`src/rtl/panda_pkg.sv`:
```
// rtl/panda_pkg.sv - shared types and sizing helpers for the panda memory arbiter
package panda_pkg;

   // Which core interface owns a memory transaction
   typedef enum logic {
      ARB_INSTR = 1'b0,
      ARB_DATA  = 1'b1
   } arb_id_e;

   // Bits needed to hold the values 0..max_val inclusive
   function automatic int unsigned cnt_width(input int unsigned max_val);
      return (max_val < 1) ? 1 : $clog2(max_val + 1);
   endfunction

   // Bits needed to index depth entries; never below one bit
   function automatic int unsigned ptr_width(input int unsigned depth);
      return (depth > 1) ? $clog2(depth) : 1;
   endfunction

endpackage

```
`src/rtl/panda_fifo.sv`:
```
// rtl/panda_fifo.sv - small synchronous FIFO with occupancy-based full/empty
module panda_fifo
   import panda_pkg::*;
#(
   parameter int unsigned DEPTH = 2,
   parameter int unsigned WIDTH = 1
) (
   input  logic             clk_i,
   input  logic             rst_ni,
   input  logic             push_i,
   input  logic [WIDTH-1:0] wdata_i,
   input  logic             pop_i,
   output logic [WIDTH-1:0] rdata_o,
   output logic             full_o,
   output logic             empty_o
);

   localparam int unsigned PW = ptr_width(DEPTH);
   localparam int unsigned CW = cnt_width(DEPTH);

   logic [WIDTH-1:0] mem_q [DEPTH];
   logic [PW-1:0]    wptr_q;
   logic [PW-1:0]    rptr_q;
   logic [CW-1:0]    cnt_q;
   logic             push_en;
   logic             pop_en;

   // Overflowing pushes and underflowing pops are ignored so state stays consistent
   assign full_o  = (cnt_q == CW'(DEPTH));
   assign empty_o = (cnt_q == '0);
   assign push_en = push_i & ~full_o;
   assign pop_en  = pop_i & ~empty_o;
   assign rdata_o = mem_q[rptr_q];

   function automatic logic [PW-1:0] ptr_inc(input logic [PW-1:0] p);
      return (p == PW'(DEPTH - 1)) ? '0 : p + PW'(1);
   endfunction

   // Storage array; contents are only meaningful while counted as occupied
   always_ff @(posedge clk_i) begin
      if (push_en) begin
         mem_q[wptr_q] <= wdata_i;
      end
   end

   // Pointers and occupancy count
   always_ff @(posedge clk_i or negedge rst_ni) begin
      if (!rst_ni) begin
         wptr_q <= '0;
         rptr_q <= '0;
         cnt_q  <= '0;
      end else begin
         if (push_en) begin
            wptr_q <= ptr_inc(wptr_q);
         end
         if (pop_en) begin
            rptr_q <= ptr_inc(rptr_q);
         end
         case ({push_en, pop_en})
            2'b10:   cnt_q <= cnt_q + CW'(1);
            2'b01:   cnt_q <= cnt_q - CW'(1);
            default: cnt_q <= cnt_q;
         endcase
      end
   end

endmodule

```
`src/rtl/panda_mem_arbiter.sv`:
```
// rtl/panda_mem_arbiter.sv - shares one memory port between fetch and LSU with starvation guard
module panda_mem_arbiter
   import panda_pkg::*;
#(
   parameter int unsigned MAX_OUTSTANDING = 2,
   parameter int unsigned STARVE_LIMIT    = 4
) (
   input  logic        clk_i,
   input  logic        rst_ni,
   input  logic        instr_req_i,
   input  logic [31:0] instr_addr_i,
   output logic        instr_gnt_o,
   output logic        instr_rvalid_o,
   output logic [31:0] instr_rdata_o,
   input  logic        data_req_i,
   input  logic [31:0] data_addr_i,
   input  logic [3:0]  data_we_i,
   input  logic [31:0] data_wdata_i,
   output logic        data_gnt_o,
   output logic        data_rvalid_o,
   output logic [31:0] data_rdata_o,
   output logic        mem_req_o,
   output logic [31:0] mem_addr_o,
   output logic [3:0]  mem_we_o,
   output logic [31:0] mem_wdata_o,
   input  logic        mem_gnt_i,
   input  logic        mem_rvalid_i,
   input  logic [31:0] mem_rdata_i
);

   localparam int unsigned SCW = cnt_width(STARVE_LIMIT);

   arb_id_e        owner_q;
   arb_id_e        sel;
   arb_id_e        head_id;
   logic           lock_q;
   logic [SCW-1:0] starve_cnt_q;
   logic           starve_hit;
   logic           xfer;
   logic           fifo_full;
   logic           fifo_empty;
   logic [0:0]     fifo_head;
   logic [0:0]     push_id;

   assign starve_hit = (starve_cnt_q == SCW'(STARVE_LIMIT));

   // Pick the owner: a stalled handshake keeps its owner, a starved fetch jumps the queue
   always_comb begin
      sel = ARB_INSTR;
      if (lock_q) begin
         sel = owner_q;
      end else if (starve_hit && instr_req_i) begin
         sel = ARB_INSTR;
      end else if (data_req_i) begin
         sel = ARB_DATA;
      end
   end

   // No issue while the ID queue is full, even if a response frees a slot this cycle
   assign mem_req_o   = (instr_req_i | data_req_i) & ~fifo_full;
   assign xfer        = mem_req_o & mem_gnt_i;
   assign instr_gnt_o = xfer & (sel == ARB_INSTR);
   assign data_gnt_o  = xfer & (sel == ARB_DATA);

   // Request payload mux; the bus is driven to zero when nothing is being requested
   always_comb begin
      mem_addr_o  = '0;
      mem_we_o    = '0;
      mem_wdata_o = '0;
      if (mem_req_o) begin
         if (sel == ARB_DATA) begin
            mem_addr_o  = data_addr_i;
            mem_we_o    = data_we_i;
            mem_wdata_o = data_wdata_i;
         end else begin
            mem_addr_o  = instr_addr_i;
         end
      end
   end

   // Owner/lock registers hold the selection across a request that memory has not yet taken
   always_ff @(posedge clk_i or negedge rst_ni) begin
      if (!rst_ni) begin
         owner_q <= ARB_DATA;
         lock_q  <= 1'b0;
      end else begin
         lock_q <= mem_req_o & ~mem_gnt_i;
         if (mem_req_o) begin
            owner_q <= sel;
         end
      end
   end

   // Count data wins over a waiting fetch; a fetch transfer resets the count
   always_ff @(posedge clk_i or negedge rst_ni) begin
      if (!rst_ni) begin
         starve_cnt_q <= '0;
      end else if (xfer) begin
         if (sel == ARB_INSTR) begin
            starve_cnt_q <= '0;
         end else if (instr_req_i && !starve_hit) begin
            starve_cnt_q <= starve_cnt_q + SCW'(1);
         end
      end
   end

   assign push_id = sel;

   panda_fifo #(
      .DEPTH (MAX_OUTSTANDING),
      .WIDTH (1)
   ) u_id_fifo (
      .clk_i   (clk_i),
      .rst_ni  (rst_ni),
      .push_i  (xfer),
      .wdata_i (push_id),
      .pop_i   (mem_rvalid_i),
      .rdata_o (fifo_head),
      .full_o  (fifo_full),
      .empty_o (fifo_empty)
   );

   assign head_id = arb_id_e'(fifo_head);

   // Responses return in order; the queue head names the requester, stray responses are dropped
   assign instr_rvalid_o = mem_rvalid_i & ~fifo_empty & (head_id == ARB_INSTR);
   assign data_rvalid_o  = mem_rvalid_i & ~fifo_empty & (head_id == ARB_DATA);
   assign instr_rdata_o  = mem_rdata_i;
   assign data_rdata_o   = mem_rdata_i;

endmodule

```
`config.mk`:
```
export PLATFORM = sky130hd
export DESIGN_NAME = panda_mem_arbiter
export DESIGN_NICKNAME = d
export VERILOG_FILES = /design/src/rtl/panda_pkg.sv /design/src/rtl/panda_fifo.sv /design/src/rtl/panda_mem_arbiter.sv
export SDC_FILE = /design/constraint.sdc
export NUM_CORES = 1
export LEC_CHECK = 0
export BUFFER_PORTS_ARGS = -buffer_cell sky130_fd_sc_hd__buf_2
export CORE_AREA = 4 4 104 106
export DETAILED_ROUTE_END_ITERATION = 8
export DIE_AREA = 0 0 108 110
export PLACE_DENSITY = 0.52
export SLEW_MARGIN = 40
export SYNTH_ARGS = -nofsm -noshare
export SYNTH_HDL_FRONTEND = slang
export SYNTH_HIERARCHICAL = 1
export SYNTH_SLANG_ARGS = --single-unit
```
`constraint.sdc`:
```
create_clock -name clk_i -period 2.4 [get_ports clk_i]
set_clock_uncertainty 0.1 [all_clocks]
set_input_delay 0.24 -clock clk_i [delete_from_list [all_inputs] [get_ports clk_i]]
set_output_delay 0.24 -clock clk_i [all_outputs]
set_load 0.005 [all_outputs]
```
* Word level (Yosys, flattened, before mapping)
Memories as Yosys holds them, arrays and structs flattened.
Index checks and enable logic that the tools add are counted.
** Word-level totals
- Register bits after elaboration :: 9
- Bits in writable memories :: 2
- Input bits :: 138
- Output and inout port bits :: 137
- Word-level logic and storage cells :: 54
- Memories kept :: 1
** Memories
- u_id_fifo.mem_q :: depth 2, width 1, read ports 1, clocked after Yosys merged registers in 0, write ports 1, line panda_fifo.sv:21 : logic [WIDTH-1:0] mem_q [DEPTH];
** Operators by class
- Add/subtract/negate cells :: 5
- Equality and inequality tests :: 5
- Muxes and demuxes :: 16
- Bitwise logic cells :: 15
- Reductions and logical operators :: 6
** Operators by type and width (count)
- $mux 32 :: 4
- $and 1x1->1 :: 9
- $mux 4 :: 2
- $mux 1 :: 7
- $mux 3 :: 2
- $not 1->1 :: 5
- $eq 2x2->1 const B :: 2
- $pmux 2 s2 :: 1
- $add 3x1->3 const B :: 1
- $eq 3x3->1 const B :: 1
- $add 1x1->1 const B :: 2
- $add 2x1->2 const B :: 1
- $eq 2x1->1 const B :: 1
- $logic_and 1x1->1 :: 2
- $logic_not 2->1 :: 1
- $ne 2x1->1 const B :: 1
- $reduce_and 2->1 :: 1
- $reduce_bool 2->1 :: 1
- $sub 2x1->2 const B :: 1
- $logic_not 1->1 :: 1
- $or 1x1->1 :: 1

* Depth between registers and ports, before layout
Gate-level depths: netlist (run 1).
- Word-level depth :: 7
- Mapped depth :: 12
- Depth with buffers taken out :: 11

* Cells and area by module
Netlist (run 1), hierarchy kept.
** Modules (own cells, without submodules)
- panda_mem_arbiter :: times used 1, cells each 246, area an instance 1557.7 sq um, sequential area each 126.4 sq um
- panda_fifo :: times used 1, cells each 21, area an instance 267.8 sq um, sequential area each 160.2 sq um

* Least setup slack after synthesis (run 1)
No wires, ideal clock.
- Path kind :: register to register
- Start point :: reg u_id_fifo.cnt_q[0]
- End point :: reg u_id_fifo.cnt_q[1]
- Library setup time :: 79 ps
- Data arrival time :: 1813 ps
- Data required time :: 2221 ps
- Setup slack :: 407 ps
- Stages on the path, launching flop included :: 12
- Buffers on the path :: 1
- Period minus slack after synthesis :: 1993 ps
- Cell sequence :: dfrtp_1 > nand2b_1 > inv_1 > o21bai_4 > inv_2 > buf_2 > nand2_1 > inv_1 > nand2_1 > ha_1 > nor2_1 > xor2_1
** On the way
- Longest elaborated chain between the ends :: 7
- Elaborated cells on any way between the ends :: 14
- Those cells by class :: add/sub: 2; eq/ne: 3; mux: 1; bitwise: 6; reduce/logical: 2
** Ends and longest elaborated chain
- start: declaration :: line panda_fifo.sv:24 : logic [CW-1:0] cnt_q;
- start signal: assignment :: line panda_fifo.sv:60 : 2'b10: cnt_q <= cnt_q + CW'(1);
- start signal: assignment :: line panda_fifo.sv:61 : 2'b01: cnt_q <= cnt_q - CW'(1);
- start signal: assignment :: line panda_fifo.sv:62 : default: cnt_q <= cnt_q;
- $eq 2x2->1 (*) :: line panda_fifo.sv:29 : assign full_o = (cnt_q == CW'(DEPTH));
- named net fifo_full :: line panda_mem_arbiter.sv:40 : logic fifo_full;
- $not 1->1 (*) :: line panda_mem_arbiter.sv:60 : assign mem_req_o = (instr_req_i | data_req_i) & ~fifo_full;
- $and 1x1->1 (*) :: line panda_mem_arbiter.sv:60
- $and 1x1->1 (*) :: line panda_mem_arbiter.sv:61 : assign xfer = mem_req_o & mem_gnt_i;
- named net xfer :: line panda_mem_arbiter.sv:39 : logic xfer;
- $and 1x1->1 (*) :: line panda_fifo.sv:31 : assign push_en = push_i & ~full_o;
- $eq 2x1->1 or $eq 2x2->1 (tied branches) :: line panda_fifo.sv:59 : case ({push_en, pop_en})
- $pmux 2 s2 or $reduce_bool 2->1 (tied branches)
Mark *: on every way through the listed nets, which the timed path passes. The rest lies on a longest branch.
A chain may end at the register's enable or synchronous reset.

* Worst setup path after layout (run 1)
- Start point :: reg starve_cnt_q[0]
- End point :: out mem_addr_o[22]
** On the way
- Longest elaborated chain between the ends :: 6
** Ends and longest elaborated chain
- start: declaration :: line panda_mem_arbiter.sv:37 : logic [SCW-1:0] starve_cnt_q;
- start signal: assignment :: line panda_mem_arbiter.sv:102 : starve_cnt_q <= starve_cnt_q + SCW'(1);
- $eq 3x3->1 :: line panda_mem_arbiter.sv:45 : assign starve_hit = (starve_cnt_q == SCW'(STARVE_LIMIT));
- $logic_and 1x1->1 :: line panda_mem_arbiter.sv:52 : end else if (starve_hit && instr_req_i) begin
- $mux 1 :: line panda_mem_arbiter.sv:52
- $mux 1 :: line panda_mem_arbiter.sv:50 : if (lock_q) begin
- $mux 32 :: line panda_mem_arbiter.sv:71 : if (sel == ARB_DATA) begin
- $mux 32 :: line panda_mem_arbiter.sv:70 : if (mem_req_o) begin
- end: declaration :: line panda_mem_arbiter.sv:23 : output logic [31:0] mem_addr_o,
No other way between the ends.

==> summary.txt, run 1 <==
Worst setup path
  – Crit end category: primary output
  – Critical path's largest stage delay: 380 ps
  – Critical path fanouts, max: 11
  – Crit Path Class: flop to primary output
  – CP startpoint kind: flop
  – Critical Path RT: 2060 ps
  – Worst path bufs/invs: 3
  – Worst-path cell chain: inv_1, ha_1, nand3_1, a22oi_4, buf_4, nand2_1, a21oi_1, buf_2
  – Top Family by Delay on Critical Path: buffers and inverters
  – Slowest cell on crit path: dfrtp_1
  – Worst EP arrival: 1880 ps

Global routing
  – Global-route wire length before repair: 9050 um
  – Number of global-route vias before repair: 1921
  – Overall routing resource usage: 9.26%
  – Initial antenna violation count: 0
  – Grt total ovfl: 0
  – Pin count of the biggest net entering global routing: 75

Placement
  – GP Congestion: 0.677
  – Detailed placement HPWL: 5220 um
  – Input/output buffers: 178

Layout
  – Antenna Cells: 0
  – Layout net count: 515
  – Layout cells sized above 1: 52.3%
  – Synthesis-to-layout area growth: 30.3%

Yosys
  – Adder-Cell Fraction of Synth Area: 2.06%
  – #FFs+latches synth: 11
  – Yosys warns: 6
  – Commonest cells post-synth: 69 x buf_4, 68 x nand2_1, 37 x and3_1
  – Post-synthesis instance area: 1830 sq um
  – Simple-gate share of the synthesized area: 31.0%
  – Post-synth top area share: 28.4%
  – Ys flop type: dfrtp_1
  – Mean Syn Cell Area: 6.84 sq um
  – Post-synthesis mux area share: 0.617%
  – Synth Instances: 267
  – Count leader, synth: buf_4
  – Synthesized Nets: 408
  – Area leader, netlist: buf_4
  – Ys async rst share: 81.8%
  – Distinct cells, synth: 31
  – Largest family of logic cells by synthesized area: buffers and inverters
  – Synth Area in XOR/XNOR: 2.40%
  – Post-synth EDFFs: 2
  – Synth Area in Compound Gates: 13.8%
  – Seq/Total Area, Yosys: 15.7%
  – Largest cells by area after synthesis: buf_4 28%, nand2_1 14%, and3_1 13%

Drt
  – Wirelength, routed: 6390 um
  – DRC: 0
  – Vias per cell: 4.08
  – Post-route ant nets: 0
  – Initial DRC Count: 75
  – DR pass1 iterations: 4
  – DR WL/cell: 12.6 um
  – Via Count: 2066

Clocking
  – Clock root cell: clkbuf_8
  – CTS tree: done
  – CTS clk-pin slew, worst paths: 50 ps
  – CTS Buf Count: 3
  – Postcts setup bufs: 0
  – Clock Latency Late Sink: 230 ps
  – Clock Sinks: 11
  – Bufs on Longest Clock Path: 2
  – H-tree levels: 1

Floorplan
  – I/O pin total: 275
  – Die height: 110 um
  – Total Die Area: 11900 sq um
  – Die X: 108 um
  – Starting density of the core: 18.7%
  – Core ar.: 9770 sq um
  – Row count: 36

STA
  – Sum Neg Setup Slack: 0 ps
  – F_max: 0.450 GHz
  – Worst-margin pin slew: 398 ps
  – Normalized max-slew margin: 73.4%
  – RSZ-0062 raised after global routing: true
  – Final period utilization: 92.5%
  – Hold Vio Cnt, Final: 0
  – Tmin final: 2220 ps
  – Setup violation total in the final timing report: 0
  – Fin. max-slew vios: 0

Status
  – Status: finished clean

Job
  – Max-cap violations: 0

Power and ir drop
  – PnR Total Power: 1840 uW
  – Pwr Density: 772 nW/um^2
  – Lkg Pwr: 0.00149 uW
  – Max VDD drop: 256 uV

Worst hold path
  – Min-Delay Path Class: input pin to flop
## flip-flops by register name, indices dropped and copies added, names as in the netlist
register and cells:
u_id_fifo/rptr_q 1, owner_q 1, u_id_fifo/cnt_q 2, u_id_fifo/mem_q 2, starve_cnt_q 3, u_id_fifo/wptr_q 1, lock_q 1
## kinds of logic (layout without fill, tap and decap cells)
group | count (synthesis) | after routing
AND/OR/NAND/NOR | 119 | 119
buffers and inverters | 87 | 193
AO/OA/AOI/OAI | 41 | 41
flip-flops | 11 | 11
XOR/XNOR | 5 | 5
adder cells (fa/ha/maj) | 3 | 3
multiplexers | 1 | 1
## routing by layer
metal  vias to the layer above  part of all wire (%)  global-route usage, %
li1                       1022                     -                      -
met1                       921                    37                   10.7
met2                       102                    51                   16.9
met3                        21                   9.4                   2.15
met4                         0                   2.4                   3.07
met5                         -                     0                      0
## what timing repair did
item / CTS / global route
gates resized for setup: 0 / 5
hold buffers: 1 / 0
endpoints found under the setup margin: 0 / 69
endpoints found under the hold margin: 9 / 0
## final timing paths
kind                       slack (ps)  cells past startpoint                        endpoint                           start
max in group asynchronous        1660                      2             owner_q$_DFFE_PN1P_                          rst_ni
hold / removal                    100                      2                lock_q$_DFF_PN0_                       mem_gnt_i
hold reg to reg                   380                      1    u_id_fifo/rptr_q$_DFFE_PN0P_    u_id_fifo/rptr_q$_DFFE_PN0P_
setup / recovery                  180                      8                  mem_addr_o[22]     starve_cnt_q[0]$_DFFE_PN0P_
min in group asynchronous         290                      2    u_id_fifo/rptr_q$_DFFE_PN0P_                          rst_ni
setup reg to reg                  410                     11  u_id_fifo/cnt_q[1]$_DFFE_PN0P_  u_id_fifo/cnt_q[0]$_DFFE_PN0P_
## report_power, final
group,switching (uW),total (uW),internal (uW),leakage (uW)
clock,64.6,181,116,0.0000228
combinational,717,1310,591,0.00134
sequential,67.2,348,281,0.000129
## through the flow
stage               instances  utilization [%]  area (sq um)  hold slack [ps]  worst slack, ps
detailed placement        501             23.6          2310             7.51              297
global placement          501             23.6          2310             5.77              375
finish                    506             24.3          2380              103              179
floorplan                 267                -          1830             -156              407
CTS                       506             24.2          2370             98.3             40.3
global route              506             24.3          2380             91.6            -9.14
## cell usage in the layout (no fill, tap or decap), types with 4 or more instances in the layout
master / n
and3_1: 37
buf_2: 178
nand2_1: 68
inv_1: 4
nor2_1: 5
a21oi_1: 32
dfrtp_1: 8
## cell type report
class | count | area (sq um)
clock buffer | 4 | 45.0
fill | 1159 | 7400
inverter | 6 | 30.0
multi-input combinational | 169 | 912
sequential | 11 | 287
tap | 133 | 166
timing repair buffer | 183 | 938
Power figures use the tool's default switching activity.
==> inputs of run 2 (changes only) <==
CAP_MARGIN = 0   (was default)
CORE_AREA = 4 4 106 108   (was 4 4 104 106)
CTS_BUF_LIST = sky130_fd_sc_hd__clkbuf_16   (was default)
DIE_AREA = 0 0 110 112   (was 0 0 108 110)
PLACE_DENSITY = 0.5   (was 0.52)
SYNTH_HIERARCHICAL = default   (was 1)
==> run 2 against run 1 <==
Net effect:
- global-route usage increased by 0.92 points
- cell area up 1.0%
- worst hold slack worse by 9.0 ps
- total power rose by 4.1%
- critical endpoint is now mem_addr_o[6]
- largest cell class unchanged
==> summary.txt, run 2 <==
Status
  – Status: finished clean

Yosys
  – Largest cells by area after synthesis: buf_4 27%, nand2_1 14%, and3_1 13%
  – Distinct cells, synth: 27
  – Commonest cells post-synth: 67 x nand2_1, 64 x buf_4, 37 x and3_1
  – Simple-gate share of the synthesized area: 30.8%
  – Largest family of logic cells by synthesized area: buffers and inverters
  – Post-synthesis instance area: 1770 sq um
  – Synthesized Nets: 407
  – #FFs+latches synth: 11
  – Post-synth EDFFs: 2
  – Ys async rst share: 81.8%
  – Mean Syn Cell Area: 6.64 sq um
  – Ys flop type: dfrtp_1
  – Count leader, synth: nand2_1
  – Synth Area in XOR/XNOR: 2.48%
  – Post-synthesis mux area share: 1.77%
  – Yosys warns: 0
  – Post-synth top area share: 27.2%
  – Synth Area in Compound Gates: 13.6%
  – Seq/Total Area, Yosys: 16.2%
  – Area leader, netlist: buf_4
  – Synth Instances: 266
  – Adder-Cell Fraction of Synth Area: 2.13%

Floorplan
  – Total Die Area: 12300 sq um
  – Die height: 112 um
  – Die X: 110 um
  – Row count: 37
  – Core ar.: 10200 sq um
  – I/O pin total: 275
  – Starting density of the core: 17.3%

Layout
  – Commonest non-fill, non-tap cell in the layout: buf_2
  – Commonest non-fill, non-tap cells in the layout: 178 x buf_2, 67 x nand2_1, 37 x and3_1
  – Antenna Cells: 0
  – Top reg by flops: starve_cnt_q
  – Layout cells sized above 1: 52.0%
  – # fillers: 1181
  – Largest register FFs: 3
  – Synthesis-to-layout area growth: 36.1%
  – Reg area: 287 sq um
  – Multi-input gate area: 897 sq um
  – Layout net count: 513
  – Regs by FF count: starve_cnt_q: 3 flops, u_id_fifo.cnt_q: 2 flops, u_id_fifo.mem_q: 2 flops

Worst setup path
  – Worst setup path startpoint: starve_cnt_q[0]$_DFFE_PN0P_
  – Worst EP arrival: 1820 ps
  – R2R depth: 8
  – Reg-to-reg slack, setup: 600 ps
  – Crit Path Class: flop to primary output
  – Crit end category: primary output
  – Critical Path RT: 2060 ps
  – CP startpoint kind: flop
  – FF-to-FF Start: starve_cnt_q[0]$_DFFE_PN0P_
  – Crit path to: mem_addr_o[6]
  – Critical path fanouts, max: 36
  – Reg-to-Reg End: starve_cnt_q[0]$_DFFE_PN0P_

Drt
  – DR WL/cell: 13.5 um
  – Post-route ant nets: 0
  – Wirelength, routed: 6830 um
  – Initial DRC Count: 114
  – Via Count: 2067
  – DR pass1 iterations: 4
  – Vias per cell: 4.08
  – DRC: 0

Power and ir drop
  – Max VDD drop: 246 uV
  – Pwr Density: 796 nW/um^2
  – Lkg Pwr: 0.00149 uW

Clocking
  – Clock Sinks: 11
  – CTS Buf Count: 3
  – Postcts setup bufs: 0
  – Bufs on Longest Clock Path: 2
  – CTS clk-pin slew, worst paths: 40 ps
  – Clock Latency Late Sink: 240 ps
  – CTS tree: done
  – Clock root cell: clkbuf_16
  – H-tree levels: 1

Worst hold path
  – Min-Delay Path Class: input pin to flop

Global routing
  – Grt total ovfl: 0
  – Number of global-route vias before repair: 2054
  – Global-route wire length before repair: 10100 um
  – Initial antenna violation count: 1
  – Pin count of the biggest net entering global routing: 74
  – Overall routing resource usage: 10.2%

STA
  – Fin. max-slew vios: 0
  – Hold Vio Cnt, Final: 0
  – Final period utilization: 90.2%
  – Tmin final: 2160 ps
  – Hold WS: 94.4 ps
  – Setup violation total in the final timing report: 0
  – RSZ-0062 raised after global routing: false
  – Sum Neg Setup Slack: 0 ps
  – Normalized max-slew margin: 67.6%
  – F_max: 0.462 GHz
  – Worst-margin pin slew: 486 ps

Placement
  – Detailed placement HPWL: 5620 um
  – GP Congestion: 0.788
  – Input/output buffers: 178

Job
  – Max-cap violations: 0
-- run 2: cell count changes after synthesis, moves of 3 or more --
cell      previous run  this run
buf_4               69        64
clkbuf_1             6         9
buf_2                1         9
buf_6                5         0
-- run 2: metrics by stage --
stage                     cells  util, %  worst slack [ps]  power [uW]  cell area (sq um)
after floorplan             266        -               729        1160               1770
after global placement      502     22.6               449        1610               2310
after detailed placement    502     22.6               370        1640               2310
after CTS                   507     23.4               105        1950               2400
after global routing        507     23.5              87.8        2110               2400
final                       507     23.5               236        1910               2400
-- run 2: cell families after synthesis --
logic type,Yosys count
xor+xnor,5
mux,3
flops,11
buf+inv,88
simple gates,116
fa+ha+maj,3
compound gates,40
-- run 2: worst min-delay path by stage --
stage / start / end / slack [ps] / cells after the start
6_report: mem_gnt_i / lock_q$_DFF_PN0_ / 90 / 2
5_1_grt: mem_gnt_i / lock_q$_DFF_PN0_ / 100 / 2
4_1_cts: mem_gnt_i / lock_q$_DFF_PN0_ / 90 / 2
3_5_place_dp: rst_ni / u_id_fifo.cnt_q[1]$_DFFE_PN0P_ / 9 / 1
3_3_place_gp: rst_ni / u_id_fifo.cnt_q[1]$_DFFE_PN0P_ / 10 / 1
2_1_floorplan: rst_ni / lock_q$_DFF_PN0_ / -160 / 0
-- run 2: critical path, cell delays in order, from the launching register on --
cell and delay [ps]:
dfrtp_1 390, inv_1 70, ha_1 180, nand3_2 90, a22oi_4 160, buf_6 280, nand2_1 90, a21oi_1 170
buf_2 150
-- run 2: routing by layer --
metal	vias up	wire length (um)	track usage, %
met3	33	590	1.74
met5	-	0	0
met2	107	3540	18.9
met4	0	182	4.24
met1	912	2520	11.0
li1	1015	-	-
-- run 2: area by class of cell --
class | count | share of cell area [%]
timing repair buffer | 183 | 39.4
multi-input combinational | 167 | 37.3
sequential | 11 | 11.9
tap | 136 | 7.08
clock buffer | 3 | 3.13
inverter | 6 | 0.938
clock inverter | 1 | 0.156
-- run 2: timing repair --
| item | 4_1_cts | 5_1_grt |
|---|---|---|
| hold buffers | 1 | 0 |
| gates resized for setup | 0 | 1 |
| setup endpoints to repair | 0 | 1 |
| endpoints found under the hold margin | 9 | 0 |
-- run 2: power by group --
group          total [uW]  internal, uW  switching [uW]  leakage (uW)
sequential            336           273            62.4      0.000129
clock                 298           218            79.3     0.0000423
combinational        1280           574             704       0.00132
==> inputs of run 3 (changes only) <==
CORE_AREA = 2 2 107 109   (was 4 4 106 108)
DIE_AREA = 0 0 109 111   (was 0 0 110 112)
PLACE_DENSITY = 0.47   (was 0.5)
==> run 3 against run 2 <==
Net effect:
- flip-flop and latch count unchanged
- worst hold slack improved by 4.4 ps
- sequential power about the same
- via count increased by 0.53%
- final cell count increased by 1.6%
- highest routed layer unchanged
==> summary.txt, run 3 (synthesized netlist as in run 2, its figures left out) <==
Clocking
  – CTS clk-pin slew, worst paths: 40 ps
  – Clock Latency Late Sink: 230 ps
  – Clock Sinks: 11
  – CTS resizes: 0
  – CTS Buf Count: 3
  – Post-CTS Hold Buffers: 1
  – Postcts setup bufs: 0
  – H-tree levels: 1
  – CTS tree: done
  – Bufs on Longest Clock Path: 2
  – Clock root cell: clkbuf_16

Drt
  – Vias per cell: 4.03
  – Post-route ant nets: 0
  – Initial DRC Count: 77
  – Via Count: 2078
  – DRC: 0
  – DR WL/cell: 12.5 um
  – DR pass1 iterations: 4
  – Wirelength, routed: 6440 um

Global routing
  – Initial antenna violation count: 0
  – Global-route wire length before repair: 9890 um
  – Met1 Use GR: 12.1%
  – GR Util met3: 2.59%
  – GRT met2 Usage: 16.9%
  – Grt total ovfl: 0
  – Overall routing resource usage: 9.97%
  – Number of global-route vias before repair: 2070
  – Layer carrying the most global-route usage: met2
  – Pin count of the biggest net entering global routing: 39

STA
  – Final WS setup: 175 ps
  – F_max: 0.449 GHz
  – Normalized max-slew margin: 65.6%
  – RSZ-0062 raised after global routing: false
  – Tmin final: 2220 ps
  – Worst-margin pin slew: 517 ps
  – Final period utilization: 92.7%
  – Setup violation total in the final timing report: 0
  – Sum Neg Setup Slack: 0 ps
  – Fin. max-slew vios: 0
  – Hold WS: 98.8 ps
  – Hold Vio Cnt, Final: 0

Worst setup path
  – R2R depth: 7
  – Critical path's largest stage delay: 390 ps
  – Worst EP arrival: 1880 ps
  – Worst-path cell chain: inv_1, ha_1, nand3_2, a22oi_4, buf_4, nand2_1, a21oi_1, buf_2
  – Top Family by Delay on Critical Path: buffers and inverters
  – Crit end category: primary output
  – Critical path fanouts, max: 36
  – Slowest cell on crit path: dfrtp_1
  – CP startpoint kind: flop
  – Worst path bufs/invs: 3
  – Critical Path RT: 2060 ps
  – Crit. path cell count: 8
  – Crit Path Class: flop to primary output

Layout
  – Regs by FF count: starve_cnt_q: 3 flops, u_id_fifo.cnt_q: 2 flops, u_id_fifo.mem_q: 2 flops
  – Commonest non-fill, non-tap cells in the layout: 178 x buf_2, 67 x nand2_1, 37 x and3_1
  – Top reg by flops: starve_cnt_q
  – Layout cells sized above 1: 52.2%
  – Largest register FFs: 3
  – Commonest non-fill, non-tap cell in the layout: buf_2
  – Synthesis-to-layout area growth: 36.5%
  – Final core occ: 21.8%
  – Antenna Cells: 0
  – Layout net count: 514

Floorplan
  – I/O pin total: 275
  – Row count: 39
  – Total Die Area: 12100 sq um
  – Core ar.: 11100 sq um
  – Die X: 109 um
  – Starting density of the core: 15.9%
  – Die height: 111 um

Placement
  – Detailed placement HPWL: 5270 um
  – GP Congestion: 0.708
  – Input/output buffers: 178
  – Dpl ws: 387 ps

Power and ir drop
  – Max VDD drop: 309 uV
  – Pwr Density: 795 nW/um^2
  – PnR Total Power: 1920 uW
  – Lkg Pwr: 0.00149 uW

Status
  – Status: finished clean

Worst hold path
  – Hold Path Stages: 2
  – Min-Delay Path Class: input pin to flop

Job
  – Max-cap violations: 0
run 3: changes by cell type in the layout (fill, tap and decap cells not counted):
cell,change
buf_6,-1
buf_12,-1
o22ai_4,+1
buf_4,+3
o22ai_2,-1
run 3: final timing paths:
| kind | from | end | slack (ps) |
|---|---|---|---|
| worst max-delay path | starve_cnt_q[0]$_DFFE_PN0P_ | mem_addr_o[13] | 180 |
| worst min-delay path | mem_gnt_i | lock_q$_DFF_PN0_ | 100 |
| worst max register to register | starve_cnt_q[0]$_DFFE_PN0P_ | starve_cnt_q[0]$_DFFE_PN0P_ | 530 |
| worst min register to register | u_id_fifo.rptr_q$_DFFE_PN0P_ | u_id_fifo.rptr_q$_DFFE_PN0P_ | 390 |
| max in group asynchronous | rst_ni | owner_q$_DFFE_PN1P_ | 1660 |
| min in group asynchronous | rst_ni | u_id_fifo.wptr_q$_DFFE_PN0N_ | 290 |
run 3: layer usage:
metal,up-vias,share of wire (%)
li1,1015,-
met1,922,41
met2,113,46
met3,28,10
met4,0,2.7
met5,-,0
run 3: area by class of cell:
class	count	area, sq um
clock buffer	3	75.1
clock inverter	1	3.75
fill	1280	8670
inverter	6	22.5
multi-input combinational	167	905
sequential	11	287
tap	143	179
timing repair buffer	184	938
run 3: metrics by stage:
step | instance area [sq um] | instances
3_3_place_gp | 2320 | 510
3_5_place_dp | 2320 | 510
2_1_floorplan | 1770 | 266
4_1_cts | 2410 | 515
5_1_grt | 2410 | 515
6_report | 2410 | 515
run 3: power by group:
group          internal (uW)  switching, uW
combinational            571            711
clock                    218           76.8
sequential               273           65.8
total                   1060            853
